===== src/rtl/dmem_arbiter.sv =====
// dmem_arbiter: round-robin data-memory arbiter (core port 0, host port 1) with host burst lock.
// Optional range checking is compiled in with DMEM_ARB_RANGE_CHK_EN.
module dmem_arbiter #(
  parameter int DW        = 32,
  parameter int AW        = 32,
  parameter int DEPTH     = 64,
  parameter int MAX_BURST = 8
) (
  input  logic                     clk,
  input  logic                     rst,
  input  logic                     m0_req,
  input  logic                     m0_we,
  input  logic [AW-1:0]            m0_addr,
  input  logic [DW-1:0]            m0_wdata,
  output logic                     m0_gnt,
  output logic                     m0_rvalid,
  output logic [DW-1:0]            m0_rdata,
  output logic                     core_stall,
  input  logic                     m1_req,
  input  logic                     m1_we,
  input  logic [AW-1:0]            m1_addr,
  input  logic [DW-1:0]            m1_wdata,
  input  logic                     m1_lock,
  output logic                     m1_gnt,
  output logic                     m1_rvalid,
  output logic [DW-1:0]            m1_rdata,
  output logic                     mem_we,
  output logic [$clog2(DEPTH)-1:0] mem_addr,
  output logic [DW-1:0]            mem_wdata,
  input  logic [DW-1:0]            mem_rdata,
  output logic                     err
);
  localparam int LW = $clog2(DEPTH);
  localparam int CW = $clog2(MAX_BURST + 1);
`ifdef DMEM_ARB_RANGE_CHK_EN
  localparam bit RCHK = 1'b1;
`else
  localparam bit RCHK = 1'b0;
`endif
  logic          rr_q, rr_d, lock_q, lock_d, err_q, err_d;
  logic          m0_rvalid_q, m0_rvalid_d, m1_rvalid_q, m1_rvalid_d;
  logic [DW-1:0] m0_rdata_q, m0_rdata_d, m1_rdata_q, m1_rdata_d;
  logic [CW-1:0] cnt_q, cnt_d;
  logic          lock_win, gnt, we_g, oor;
  logic [AW-1:0] addr_g;
  logic [DW-1:0] rd;
  // The burst limit only bites while the core is actually waiting.
  assign lock_win   = lock_q & m1_req & ~(m0_req & (cnt_q == CW'(MAX_BURST)));
  assign m1_gnt     = ~rst & (lock_win | (m1_req & (~m0_req | rr_q)));
  assign m0_gnt     = ~rst & ~lock_win & m0_req & (~m1_req | ~rr_q);
  assign core_stall = m0_req & ~m0_gnt;
  assign gnt        = m0_gnt | m1_gnt;
  assign we_g       = m1_gnt ? m1_we : m0_we;
  assign addr_g     = m1_gnt ? m1_addr : m0_addr;
  assign oor        = RCHK & gnt & (|(addr_g >> LW));
  assign mem_we     = gnt & we_g & ~oor;
  assign mem_addr   = gnt ? addr_g[LW-1:0] : '0;
  assign mem_wdata  = m1_gnt ? m1_wdata : m0_wdata;
  assign rd         = oor ? '0 : mem_rdata;
  always_comb begin
    rr_d        = gnt ? m0_gnt : rr_q;
    lock_d      = m1_gnt & m1_lock;
    cnt_d       = (m0_gnt | ~lock_d) ? '0 :
                  (lock_q & m1_gnt & m0_req & (cnt_q != CW'(MAX_BURST))) ? cnt_q + 1'b1 : cnt_q;
    m0_rvalid_d = m0_gnt & ~m0_we;
    m1_rvalid_d = m1_gnt & ~m1_we;
    m0_rdata_d  = m0_rvalid_d ? rd : m0_rdata_q;
    m1_rdata_d  = m1_rvalid_d ? rd : m1_rdata_q;
    err_d       = oor;
  end
  always_ff @(posedge clk) begin
    if (rst) begin
      rr_q        <= 1'b0;
      lock_q      <= 1'b0;
      cnt_q       <= '0;
      m0_rvalid_q <= 1'b0;
      m1_rvalid_q <= 1'b0;
      m0_rdata_q  <= '0;
      m1_rdata_q  <= '0;
      err_q       <= 1'b0;
    end else begin
      rr_q        <= rr_d;
      lock_q      <= lock_d;
      cnt_q       <= cnt_d;
      m0_rvalid_q <= m0_rvalid_d;
      m1_rvalid_q <= m1_rvalid_d;
      m0_rdata_q  <= m0_rdata_d;
      m1_rdata_q  <= m1_rdata_d;
      err_q       <= err_d;
    end
  end
  assign m0_rvalid = m0_rvalid_q;
  assign m1_rvalid = m1_rvalid_q;
  assign m0_rdata  = m0_rdata_q;
  assign m1_rdata  = m1_rdata_q;
  assign err       = err_q;
endmodule


===== config.mk =====
export PLATFORM = sky130hd
export DESIGN_NAME = dmem_arbiter
export DESIGN_NICKNAME = d
export VERILOG_FILES = /design/src/rtl/dmem_arbiter.sv
export SDC_FILE = /design/constraint.sdc
export NUM_CORES = 1
export LEC_CHECK = 0
export ABC_CLOCK_PERIOD_IN_PS = 4000
export CORE_ASPECT_RATIO = 0.75
export CORE_MARGIN = 5
export CORE_UTILIZATION = 35
export DETAILED_ROUTE_END_ITERATION = 6
export GPL_TIMING_DRIVEN = 1
export HOLD_SLACK_MARGIN = 0.12
export PLACE_DENSITY = 0.87
export SYNTH_ARGS = -nofsm -noshare
export SYNTH_HDL_FRONTEND = slang
export SYNTH_SLANG_ARGS = --single-unit

===== constraint.sdc =====
create_clock -name clk -period 4 [get_ports clk]
set_input_delay 1 -clock clk [delete_from_list [all_inputs] [get_ports clk]]
set_output_delay 1 -clock clk [all_outputs]
set_load 0.005 [all_outputs]

==> metrics.cfg <==
[finish]
multi_input_comb_area_um2 = 1680
finalNonFillerCells = 685
fillers = 704
n_antenna_cell = 0
final_cell_area_um2 = 6060
seqCellArea_um2 = 1440
drive_gt1_frac = 0.145
nNetsFinal = 737
syn_to_final_growth_pct = 88.1

[logic_synthesis]
synth.area.top_cells = dfxtp_1 45%, mux2_2 13%, mux2_1 9.8%
synth-edff-count = 0
syn_area_per_cell_um2 = 9.68
synth_top_cell_area_share = 0.447
async_flop_share = 0
synth_top_area_cell = dfxtp_1
syn_nets = 502
synth_flop_cell = dfxtp_1
ys_seq_area_frac = 0.447
syn_area_um2 = 3220
yosysWarnings = 0
synth_cell_types = 30
ys_ff_latch = 72
syn-instance-count = 333

[worst_setup_path]
critPathRequiredTime_ns = 3.00
cp-endpoint = mem_wdata[19]
ff2ff_path_depth = 9
cp_max_fo = 8
cp-end-kind = output pin
crit_arrival_ns = 2.68
crit_path_start_kind = input pin
r2r_start = cnt_q[0]
critPathKind = in2out
startpoint = m0_req
reg2reg_to = m1_rdata[31]
reg2reg_slack_ns = 1.47

[timing]
final_max_slew_viol_count = 0
finClkSkew_ns = 0.00676
tightestPinTransition_ns = 0.504
setup_tns_ns = 0
period_share = 0.919
setup_viol = 0
relSlewSlack = 0.664
hold_viol = 0
hold_ws_ns = 0.454
rsz0062_at_grt = false
finalCriticalPeriod_ns = 3.68
clock.fmax_mhz = 272

[pwr]
leakagePower_nw = 2.51
ir_drop_mv = 0.201
pwr_density_cell_nw_per_um2 = 333

[placement]
hpwl_um = 9490
port_buffers = 222
placed_area_um2 = 5600
dp_cells = 659
gp_congestion = 0.819

[cts]
cts.sinks = 72
clk_latency_ns = 0.32
hold_buffers = 0
cts_buffer_depth = 2
cts_max_level = 3
clk_pin_slew_worst_paths_ns = 0.06
cts_buffers = 9
root_buffer = clkbuf_16
cts_tree = built

[detailed_routing]
route.detailed.drc = 0
routed_wl_um = 12300
dr.pass1.iters = 4
drt_iter0_markers = 131
via_count = 3247
postRouteAntennaNets = 0
post_drt_via_cell_ratio = 4.74
detail_route.wl_per_cell_um = 18.0

[run]
max_cap_violations = 0

[die]
ios = 276
fp-row-count = 30
coreArea_um2 = 9010
start_util = 0.358
die-area_um2 = 11200
fp.dieH_um = 93.1
die_w_um = 121

[global_route]
antenna_found_initial = 0
grt_overflow = 0
grt_pass1_wl_um = 18200
grt_max_degree = 50
grtUsageTotal = 0.211
grt_pass1_vias = 3427

[outcome]
outcome = completed

[min_path]
hp-class = reg2reg

-- what timing repair did --
| action | in CTS | in global routing |
|---|---|---|
| setup endpoints to repair | 33 | 26 |
| gates resized for setup | 20 | 22 |
| buffers inserted | 6 | 2 |
| cloned | 1 | 1 |
| pin swaps | 1 | 1 |
-- metrics by stage --
| step | power, mW | utilization | setup WS, ns |
|---|---|---|---|
| 6_report | 2.02 | 0.673 | 0.324 |
| 5_1_grt | 2.09 | 0.673 | 0.276 |
| 4_1_cts | 2.04 | 0.663 | 0.00315 |
| 3_5_place_dp | 1.18 | 0.622 | -0.145 |
| 3_3_place_gp | 1.17 | 0.622 | -0.131 |
| 2_1_floorplan | 0.893 | - | 0.910 |
-- layer usage --
metal,part of all wire,up-vias,global-route usage
met5,0,-,0
met4,0.025,0,0.0736
met3,0.076,22,0.0629
met2,0.54,139,0.407
met1,0.36,1497,0.215
li1,-,1589,-
-- cell type report --
type,count,area share
Inverter,5,0.00310
Clock buffer,10,0.0378
Multi-Input combinational cell,234,0.276
Tap cell,112,0.0231
Timing Repair Buffer,246,0.407
Sequential cell,72,0.238
Clock inverter,6,0.0151
-- placed cells by master (no fill, tap or decap), types with 2 or more instances in the layout --
| master | instances |
|---|---|
| clkbuf_16 | 9 |
| nor2b_1 | 35 |
| nor2_1 | 4 |
| ha_1 | 2 |
| inv_1 | 5 |
| nand2b_1 | 2 |
| dlygate4sd2_1 | 14 |
| dfxtp_1 | 72 |
| a21oi_1 | 35 |
| nor2b_4 | 2 |
| buf_6 | 4 |
| mux2_1 | 28 |
| a22o_1 | 6 |
| buf_4 | 17 |
| nand2_1 | 68 |
| clkdlybuf4s50_1 | 189 |
| inv_6 | 2 |
| mux2_2 | 36 |
| bufinv_16 | 2 |
| dlymetal6s2s_1 | 18 |
-- how the worst min path moves through the flow --
stage                   endpoint  cells after the start         start
detailed placement  m0_rdata[28]                      2  m0_rdata[28]
global placement    m0_rdata[22]                      2  m0_rdata[22]
finish              m0_rdata[29]                      2  m0_rdata[29]
CTS                 m0_rdata[28]                      2  m0_rdata[28]
global route        m0_rdata[29]                      2  m0_rdata[29]
floorplan            m0_rdata[0]                      2   m0_rdata[0]
-- worst max-delay path, cell delays in order --
cell             delay, ns
dlymetal6s2s_1        0.15
and4b_4               0.20
o32ai_4               0.23
buf_6                 0.16
buf_6                 0.13
mux2_2                0.34
clkdlybuf4s50_1       0.46
-- state kept, by name, summed over array words and instances (netlist names) --
signal and cells:
m0_rdata 32, m1_rdata 32, cnt_q 4, lock_q 1
m0_rvalid 1, m1_rvalid 1, rr_q 1
-- cell usage after synthesis, drive strengths merged (2+ instances only) --
master / number
a21oi: 35
a22o: 6
and4b: 2
buf: 12
clkbuf: 10
dfxtp: 72
ha: 2
inv: 5
mux2: 64
nand2: 69
nand2b: 2
nor2: 4
nor2b: 37
-- kinds of logic (layout without fill, tap and decap cells) --
family,after synthesis,in the layout,share of synthesized area
buf+inv,27,267,0.0435
compound gates,46,46,0.0917
flops,72,72,0.447
simple gates,118,118,0.176
mux,65,65,0.227
xor+xnor,2,2,0.00544
other cells,1,1,0.00116
fa+ha+maj,2,2,0.00777
-- report_power, final --
group / internal (mW) / switching [mW]
clock: 0.550 / 0.305
sequential: 0.747 / 0.0153
combinational: 0.262 / 0.135
total: 1.56 / 0.455
Power figures use the tool's default switching activity.
